--- src/rtl/qed_dup_if.sv ---
// Instruction-in / beat-out handshake bundle for the QED duplicating decoder.
// master = upstream/downstream environment, slave = decoder.
interface qed_dup_if #(
    parameter int CNT_W = 16
);
    logic             qed_en;
    logic             in_valid;
    logic             in_ready;
    logic [31:0]      in_instr;
    logic             out_valid;
    logic             out_ready;
    logic [31:0]      out_instr;
    logic             out_is_dup;
    logic [1:0]       out_class;
    logic             qed_viol;
    logic [CNT_W-1:0] dup_cnt;

    modport master (
        output qed_en, in_valid, in_instr, out_ready,
        input  in_ready, out_valid, out_instr, out_is_dup, out_class, qed_viol, dup_cnt
    );

    modport slave (
        input  qed_en, in_valid, in_instr, out_ready,
        output in_ready, out_valid, out_instr, out_is_dup, out_class, qed_viol, dup_cnt
    );
endinterface

--- src/rtl/qed_dup_decoder.sv ---
// QED duplicating decoder: emits each RV32 instruction and, when eligible, a
// register/memory-offset duplicate of it as a second beat.
module qed_dup_decoder #(
    parameter int          REG_OFFSET = 16,
    parameter logic [11:0] MEM_OFFSET = 12'h400,
    parameter int          CNT_W      = 16
) (
    input  logic      clk,
    input  logic      reset_x,
    qed_dup_if.slave  bus
);
    typedef enum logic [1:0] {IDLE, ORIG, DUP} state_t;

    localparam logic [5:0] LP_OFF = 6'(REG_OFFSET);

    state_t           r_state;
    logic             r_out_valid;
    logic [31:0]      r_out_instr;
    logic             r_is_dup;
    logic [1:0]       r_class;
    logic             r_pend;
    logic             r_viol;
    logic [CNT_W-1:0] r_dup_cnt;
    logic [31:0]      r_dup_instr;

    logic [6:0]  w_op;
    logic [2:0]  w_f3;
    logic [4:0]  w_rd;
    logic [4:0]  w_rs1;
    logic [4:0]  w_rs2;
    logic        w_is_r;
    logic        w_is_i;
    logic        w_is_ld;
    logic        w_is_st;
    logic [1:0]  w_class;
    logic        w_use_rd;
    logic        w_use_rs1;
    logic        w_use_rs2;
    logic        w_in_range;
    logic        w_elig;
    logic [11:0] w_ld_imm;
    logic [11:0] w_st_imm;
    logic [31:0] w_dup_instr;
    logic        w_accept;

    assign w_op  = bus.in_instr[6:0];
    assign w_f3  = bus.in_instr[14:12];
    assign w_rd  = bus.in_instr[11:7];
    assign w_rs1 = bus.in_instr[19:15];
    assign w_rs2 = bus.in_instr[24:20];

    assign w_is_r  = (w_op == 7'b0110011);
    assign w_is_i  = (w_op == 7'b0010011);
    assign w_is_ld = (w_op == 7'b0000011) && (w_f3 == 3'b010);
    assign w_is_st = (w_op == 7'b0100011) && (w_f3 == 3'b010);

    assign w_class = w_is_r ? 2'b01 :
                     w_is_i ? 2'b10 :
                     (w_is_ld || w_is_st) ? 2'b11 : 2'b00;

    // Only true register fields take part; shamt/immediate bits never do.
    assign w_use_rd  = w_is_r || w_is_i || w_is_ld;
    assign w_use_rs1 = (w_class != 2'b00);
    assign w_use_rs2 = w_is_r || w_is_st;

    assign w_in_range = !(w_use_rd  && ({1'b0, w_rd}  >= LP_OFF)) &&
                        !(w_use_rs1 && ({1'b0, w_rs1} >= LP_OFF)) &&
                        !(w_use_rs2 && ({1'b0, w_rs2} >= LP_OFF));
    assign w_elig     = bus.qed_en && (w_class != 2'b00);

    assign w_ld_imm = bus.in_instr[31:20] + MEM_OFFSET;
    assign w_st_imm = {bus.in_instr[31:25], bus.in_instr[11:7]} + MEM_OFFSET;

    always_comb begin
        w_dup_instr = bus.in_instr;
        if (w_use_rd && (w_rd != 5'd0))
            w_dup_instr[11:7] = w_rd + LP_OFF[4:0];
        if (w_use_rs1 && (w_rs1 != 5'd0))
            w_dup_instr[19:15] = w_rs1 + LP_OFF[4:0];
        if (w_use_rs2 && (w_rs2 != 5'd0))
            w_dup_instr[24:20] = w_rs2 + LP_OFF[4:0];
        if (w_is_ld)
            w_dup_instr[31:20] = w_ld_imm;
        if (w_is_st) begin
            w_dup_instr[31:25] = w_st_imm[11:5];
            w_dup_instr[11:7]  = w_st_imm[4:0];
        end
    end

    // in_ready is forced low during reset and blocked while a duplicate is owed.
    assign bus.in_ready = reset_x &&
                          ((r_state == IDLE) ||
                           ((r_state == ORIG) && bus.out_ready && !r_pend) ||
                           ((r_state == DUP)  && bus.out_ready));
    assign w_accept     = bus.in_valid && bus.in_ready;

    assign bus.qed_viol   = (r_state == ORIG) && r_viol && bus.out_ready;
    assign bus.out_valid  = r_out_valid;
    assign bus.out_instr  = r_out_instr;
    assign bus.out_is_dup = r_is_dup;
    assign bus.out_class  = r_class;
    assign bus.dup_cnt    = r_dup_cnt;

    always_ff @(posedge clk or negedge reset_x) begin
        if (!reset_x) begin
            r_state     <= IDLE;
            r_out_valid <= 1'b0;
            r_out_instr <= 32'd0;
            r_is_dup    <= 1'b0;
            r_class     <= 2'b00;
            r_pend      <= 1'b0;
            r_viol      <= 1'b0;
            r_dup_cnt   <= '0;
        end else begin
            if ((r_state == DUP) && bus.out_ready && (r_dup_cnt != '1))
                r_dup_cnt <= r_dup_cnt + 1'b1;

            if ((r_state == ORIG) && bus.out_ready && r_pend) begin
                r_state     <= DUP;
                r_out_instr <= r_dup_instr;
                r_is_dup    <= 1'b1;
                r_pend      <= 1'b0;
                r_viol      <= 1'b0;
            end else if (w_accept) begin
                r_state     <= ORIG;
                r_out_valid <= 1'b1;
                r_out_instr <= bus.in_instr;
                r_is_dup    <= 1'b0;
                r_class     <= w_class;
                r_pend      <= w_elig && w_in_range;
                r_viol      <= w_elig && !w_in_range;
            end else if ((r_state != IDLE) && bus.out_ready) begin
                r_state     <= IDLE;
                r_out_valid <= 1'b0;
                r_viol      <= 1'b0;
            end
        end
    end

    // Duplicate word is pure data; it is only consumed after a fresh accept.
    always_ff @(posedge clk) begin
        if (w_accept)
            r_dup_instr <= w_dup_instr;
    end
endmodule

--- src/flat_wrapper.sv ---
// flat-port wrapper written by rule: the top's interface ports become plain ports
module qed_dup_decoder_flat 
#(
    parameter int          REG_OFFSET = 16,
    parameter logic [11:0] MEM_OFFSET = 12'h400,
    parameter int          CNT_W      = 16
)
  (clk, reset_x, bus_qed_en, bus_in_valid, bus_in_instr, bus_out_ready, bus_in_ready, bus_out_valid, bus_out_instr, bus_out_is_dup, bus_out_class, bus_qed_viol, bus_dup_cnt);
  qed_dup_if #(.CNT_W(CNT_W)) bus_i ();
  input  logic clk;
  input  logic reset_x;
  input wire logic [$bits(bus_i.qed_en)-1:0] bus_qed_en;
  input wire logic [$bits(bus_i.in_valid)-1:0] bus_in_valid;
  input wire logic [$bits(bus_i.in_instr)-1:0] bus_in_instr;
  input wire logic [$bits(bus_i.out_ready)-1:0] bus_out_ready;
  output wire logic [$bits(bus_i.in_ready)-1:0] bus_in_ready;
  output wire logic [$bits(bus_i.out_valid)-1:0] bus_out_valid;
  output wire logic [$bits(bus_i.out_instr)-1:0] bus_out_instr;
  output wire logic [$bits(bus_i.out_is_dup)-1:0] bus_out_is_dup;
  output wire logic [$bits(bus_i.out_class)-1:0] bus_out_class;
  output wire logic [$bits(bus_i.qed_viol)-1:0] bus_qed_viol;
  output wire logic [$bits(bus_i.dup_cnt)-1:0] bus_dup_cnt;
  assign bus_i.qed_en = bus_qed_en;
  assign bus_i.in_valid = bus_in_valid;
  assign bus_i.in_instr = bus_in_instr;
  assign bus_i.out_ready = bus_out_ready;
  assign bus_in_ready = bus_i.in_ready;
  assign bus_out_valid = bus_i.out_valid;
  assign bus_out_instr = bus_i.out_instr;
  assign bus_out_is_dup = bus_i.out_is_dup;
  assign bus_out_class = bus_i.out_class;
  assign bus_qed_viol = bus_i.qed_viol;
  assign bus_dup_cnt = bus_i.dup_cnt;
  qed_dup_decoder #(.REG_OFFSET(REG_OFFSET), .MEM_OFFSET(MEM_OFFSET), .CNT_W(CNT_W)) u_core (.clk(clk), .reset_x(reset_x), .bus(bus_i));
endmodule
--- config.mk ---
export PLATFORM = sky130hd
export DESIGN_NAME = qed_dup_decoder_flat
export DESIGN_NICKNAME = d
export VERILOG_FILES = /design/src/rtl/qed_dup_if.sv /design/src/rtl/qed_dup_decoder.sv /design/src/flat_wrapper.sv
export SDC_FILE = /design/constraint.sdc
export NUM_CORES = 1
export LEC_CHECK = 0
export CORE_ASPECT_RATIO = 1.2
export CORE_MARGIN = 2
export CORE_UTILIZATION = 42
export DETAILED_ROUTE_END_ITERATION = 6
export PLACE_DENSITY = 0.78
export SYNTH_ARGS = -nofsm -noshare
export SYNTH_HDL_FRONTEND = slang
export SYNTH_SLANG_ARGS = --single-unit
--- constraint.sdc ---
create_clock -name clk -period 3.15 [get_ports clk]
set_input_delay 0.63 -clock clk [delete_from_list [all_inputs] [get_ports clk]]
set_output_delay 0.63 -clock clk [all_outputs]
set_load 0.05 [all_outputs]
## Word-level counts from Yosys, hierarchy flattened

Cells that the tools add are included.

| storage, ports and cells | value |
|---|---|
| register bits | 88 |
| output and inout port bits | 54 |
| word-level logic and storage cells | 94 |

| operators by class | value |
|---|---|
| add/sub/neg operators | 6 |
| magnitude comparators | 3 |
| equality and inequality tests | 8 |
| muxes and demuxes | 22 |
| bitwise operators | 1 |
| reduce and logical (&&, ||, !) cells | 45 |

Operators with widths:

| operator | number |
|---|---|
| 2-to-1 mux 32 bit | 2 |
| adder 12 x 11 -> 12 bit, second input constant | 2 |
| logical AND 1 bit | 23 |
| 2-to-1 mux 5 bit | 4 |
| adder 16 x 1 -> 16 bit, second input constant | 1 |
| != test 16 bit, second input constant | 1 |
| adder 5 bit, second input constant | 3 |
| greater-or-equal comparator 5 bit, second input constant | 3 |
| nonzero test 5 bit | 3 |
| == test 7 x 6 -> 1 bit, second input constant | 2 |
| 2-to-1 mux 12 bit | 1 |
| 2-to-1 mux 2 bit | 6 |
| 2-to-1 mux 1 bit | 8 |
| nonzero test 2 bit | 4 |
| == test 7 x 2 -> 1 bit, second input constant | 1 |
| == test 7 x 5 -> 1 bit, second input constant | 1 |
| 2-to-1 mux 7 bit | 1 |
| logical OR 1 bit | 6 |
| zero test 1 bit | 5 |
| AND reduction 2 bit | 2 |
| == test 3 x 2 -> 1 bit, second input constant | 1 |
| nonzero test 3 bit | 1 |
| == test 2 x 1 -> 1 bit, second input constant | 1 |
| == test 2 bit, second input constant | 1 |
| other kinds (2) | 2 |

## Logic depth before layout (Yosys ltp)

| depth | value |
|---|---|
| depth after elaboration | 15 |
| depth in mapped cells | 6 |

## Least setup slack after synthesis

OpenSTA, ideal clock, no wires.

| timing | value |
|---|---|
| kind | input -> register |
| start point | input bus_out_ready |
| end point | register u_core.r_dup_instr[0], enable pin |
| arrival time | 1.776 ns |
| slack | 0.996 ns |
| cell stages on the path | 4 |
| buffers on the path | 1 |
| cell sequence | nor3b_1 -> o311ai_4 -> inv_2 -> buf_2 |

| between the ends | value |
|---|---|
| word-level cells in the longest chain between the ends | 6 |
| elaborated cells between the ends (all ways) | 7 |
| those cells by class | reduce/logical: 7 |

Ends and longest elaborated chain:

| item | RTL line | RTL |
|---|---|---|
| start, declared | flat_wrapper.sv:15 | `input wire logic [$bits(bus_i.out_ready)-1:0] bus_out_ready;` |
| logical AND 1 bit (2 in a row) | qed_dup_decoder.sv:93 | `((r_state == ORIG) && bus.out_ready && !r_pend) \|\|` |
| logical OR 1 bit | qed_dup_decoder.sv:92 | `((r_state == IDLE) \|\|` |
| logical OR 1 bit (*) | qed_dup_decoder.sv:93 |  |
| logical AND 1 bit (*) | qed_dup_decoder.sv:91 | `assign bus.in_ready = reset_x &&` |
| logical AND 1 bit (*) | qed_dup_decoder.sv:95 | `assign w_accept = bus.in_valid && bus.in_ready;` |
| named net u_core.w_accept | qed_dup_decoder.sv:44 | `logic w_accept;` |
| end signal, assigned | qed_dup_decoder.sv:143 | `r_dup_instr <= w_dup_instr;` |
| end, declared | qed_dup_decoder.sv:24 | `logic [31:0] r_dup_instr;` |

Mark *: on every way through the listed nets, which the timed path passes. The rest lies on a longest branch.
A chain may end at the register's enable or synchronous reset.

## Final worst setup path

| timing | value |
|---|---|
| start point | input bus_out_ready |
| end point | output bus_in_ready |

| between the ends | value |
|---|---|
| word-level cells in the longest chain between the ends | 5 |
| elaborated cells between the ends (all ways) | 6 |
| those cells by class | reduce/logical: 6 |

Ends and longest elaborated chain:

| item | RTL line | RTL |
|---|---|---|
| logical AND 1 bit (2 in a row) | qed_dup_decoder.sv:93 |  |
| logical OR 1 bit | qed_dup_decoder.sv:92 |  |
| logical OR 1 bit (*) | qed_dup_decoder.sv:93 |  |
| logical AND 1 bit (*) | qed_dup_decoder.sv:91 |  |
| end, declared | flat_wrapper.sv:16 | `output wire logic [$bits(bus_i.in_ready)-1:0] bus_in_ready;` |

Every way passes the cells marked *; elsewhere a longest branch is shown, timed or not.

==> summary.md <==
| Metric | Value |
|---|---|
| Cell Chain, Critical Path | `clkdlybuf4s50_1 > nor3b_1 > o31a_1 > buf_12` |
| Critical Path Source Type | `input pin` |
| Final Critical Period | `2.68 ns` |
| Io pins | `91` |
| Post-CTS setup buffers | `0` |
| CTS H-tree depth | `3` |
| Critical path's largest stage delay | `0.56 ns` |
| Worst-case clock buffer depth | `2` |
| Post-synth EDFFs | `32` |
| Hold Path Class | `input pin to asynchronous set/reset pin` |
| Initial antenna violation count | `0` |
| Post-synth top area cell | `dfrtp_1` |
| Post-synthesis average cell area | `11.6 um2` |
| FF-to-FF setup slack | `1.18 ns` |
| Critical path class | `input pin to output pin` |
| Clock Tree Root | `clkbuf_8` |
| DRC Markers | `0` |
| Layout cell share with drive strength beyond 1 | `8.57%` |
| Comb pwr share | `23.4%` |
| Async S/R FF share, synth | `63.6%` |
| Sw Pwr | `887 uW` |
| Critical Path RT | `2.52 ns` |
| Period Utilization, post-route | `85.0%` |
| Yosys warns | `0` |
| Crit-path slowest cell | `clkdlybuf4s50_1` |
| NumNets Final | `453` |
| Final wirelength | `9.08 mm` |
| Status | `completed` |
| #FFs+latches synth | `88` |
| Sequential element share of the synthesized area | `63.3%` |
| Largest net degree at the start of global routing | `43` |
| Setup TNS after final layout | `0 ns` |
| Pre-Repair DR Iteration Count | `5` |
| CP Max Fanout | `7` |
| PD cells | `556 nW/um2` |
| Post-Place Setup Slack | `0.473 ns` |
| Die Span Y | `107 um` |
| Clk pwr share | `28.3%` |
| Gpl congestion | `0.869` |
| Grt peak-use layer | `met2` |
| RSZ-0062 raised after global routing | `no` |
| First-pass GRT wire length | `14.6 mm` |
| Hold Vio Cnt, Final | `0` |
| Delay-heaviest family, CP | `buffers and inverters` |
| DR vias/cell | `5.53` |
| Gates resized, CTS repair | `0` |
| Hold_buf cts | `0` |
| LEAKAGE | `2.05 nW` |
| Tot GR Track Use | `19.1%` |
| Final worst setup slack | `0.474 ns` |
| Clock sinks | `88` |
| Clock insertion delay at the later pin of the skew report | `0.36 ns` |
| Peak VDD IR | `343 uV` |
| Area of the mapped netlist | `3730 um2` |
| FP Rows | `37` |
| Chip Width | `90.1 um` |
| Max-cap violations | `0` |
| Leading cell types in the layout, fill and taps excluded | `clkdlybuf4s50_1 (87), dfrtp_1 (56), nand2_1 (51)` |
| Wire per inst | `16.9 um` |
| Grt met3 use | `6.02%` |
| Dominant cells by area after synthesis | `dfrtp_1 (38%), edfxtp_1 (26%), a22oi_1 (5.2%)` |
| Post-Synthesis Cells | `322` |
| CTS buffer count | `9` |
| Worst setup EP type | `output pin` |
| Clk_skew | `0.0116 ns` |
| Yosys cell types | `45` |
| End-of-flow core utilization | `57.9%` |
| Met2 global-route usage | `31.4%` |
| DP HPWL | `6.19 mm` |
| Final Setup Violations | `0` |
| Critical Path AT | `2.05 ns` |
| Area grow syn2layout | `33.5%` |
| Worst path bufs/invs | `2` |
| Yosys top cell area share | `37.5%` |
| N_diodes | `0` |
| Worst-path clk slew | `0.09 ns` |
| Worst-Margin Slew | `0.528 ns` |
| Sw Share | `32.0%` |
| Slew margin rel. | `64.7%` |
| Pint | `1.89 mW` |
| Via count | `2969` |
| Fmax | `374 MHz` |
| Die area | `9660 um2` |
| Antenna viol nets, final | `0` |
| Initial core utilization | `43.4%` |
| Main synth FF type | `dfrtp_1` |
| Commonest non-fill, non-tap cell in the layout | `clkdlybuf4s50_1` |
| Slew Viols, Final | `0` |
| Gr ovfl total | `0` |
| I/O Buffers | `90` |
| TritonCTS clock tree | `done` |
| Sequential share of power | `48.3%` |
| Number of global-route vias before repair | `2988` |
| Drt initial violations | `200` |
| Met1 track demand over resource | `23.9%` |
| CORE AREA | `8610 um2` |
| Syn_nets | `360` |
==> registers in the layout (all words and copies together), names as in the netlist <==
name	cells
u_core.bus.dup_cnt	16
u_core.bus.out_class	2
u_core.bus.out_instr	32
u_core.bus.out_is_dup	1
u_core.bus.out_valid	1
u_core.r_dup_instr	32
u_core.r_pend	1
u_core.r_state	2
u_core.r_viol	1
==> worst register-to-register path: cells and delay by family, from the launching register on <==
| family | cells | cell delay, ns |
|---|---|---|
| multiplexers | 1 | 0.35 |
| AND/OR/NAND/NOR | 3 | 0.71 |
| adder cells (fa/ha/maj) | 1 | 0.34 |
| flip-flops | 1 | 0.46 |
==> per-stage QoR <==
| step | cells | cell area [um2] | power [mW] | hold WS (ns) |
|---|---|---|---|---|
| final | 537 | 4980 | 2.77 | 0.342 |
| after global routing | 537 | 4980 | 2.89 | 0.341 |
| after CTS | 537 | 4980 | 2.81 | 0.332 |
| after detailed placement | 521 | 4790 | 2.01 | 0.455 |
| after global placement | 521 | 4790 | 2.00 | 0.444 |
| after floorplan | 322 | 3730 | 1.74 | 0.334 |
==> synth_stat cells (2+ instances only) <==
cell type	instances
nor2_1	12
xnor2_1	2
mux2i_1	2
a21oi_1	11
and4_1	4
o21bai_1	2
nand2b_1	2
nand3_1	37
clkbuf_1	10
mux2_2	4
dfrtp_1	56
xor2_1	9
a22oi_1	26
buf_2	6
nand2_1	51
nor3_1	7
a21boi_0	2
inv_1	4
and3_1	3
o21ai_0	10
edfxtp_1	32
nor4_1	6
nor2b_1	2
==> area by class of cell <==
type,instances,area (um2)
Clock buffer,11,131
Multi-Input combinational cell,213,1280
Inverter,5,18.8
Clock inverter,5,65.1
Tap cell,117,146
Sequential cell,88,2360
Timing Repair Buffer,98,976
Fill cell,739,3630
==> layer usage <==
metal	vias to the layer above	wire length (um)
li1	1365	-
met1	1487	3810
met2	109	4610
met3	8	564
met4	0	101
met5	-	0
==> final timing paths <==
kind	start	endpoint	depth (start not counted)
max reg2reg	u_core.bus.dup_cnt[0]$_DFFE_PN0P_	u_core.bus.dup_cnt[1]$_DFFE_PN0P_	5
max	bus_out_ready	bus_in_ready	4
min in group clk	u_core.r_dup_instr[17]$_DFFE_PP_	u_core.bus.out_instr[17]$_DFFE_PN0P_	2
min	reset_x	u_core.r_state[0]$_DFFE_PN0P_	2
min reg2reg	u_core.r_dup_instr[17]$_DFFE_PP_	u_core.bus.out_instr[17]$_DFFE_PN0P_	2
max in group asynchronous	reset_x	u_core.bus.out_instr[20]$_DFFE_PN0P_	2
==> kinds of logic after synthesis <==
family                     share of synthesized area, %
buffers and inverters                              2.31
and+or+nand+nor                                    17.3
DFF                                                63.3
adders and majority gates                         0.335
xor gates and xnor gates                           2.58
muxes                                              2.04
AOI/OAI and AO/OA                                  12.1
==> power by group through the flow <==
| stage | clock network (mW) | logic [mW] | registers, mW |
|---|---|---|---|
| detailed placement | 0 | 0.652 | 1.36 |
| floorplan | 0 | 0.118 | 1.62 |
| global placement | 0 | 0.641 | 1.36 |
| CTS | 0.811 | 0.655 | 1.34 |
| global route | 0.849 | 0.686 | 1.35 |
| finish | 0.785 | 0.649 | 1.34 |
Power figures use the tool's default switching activity.
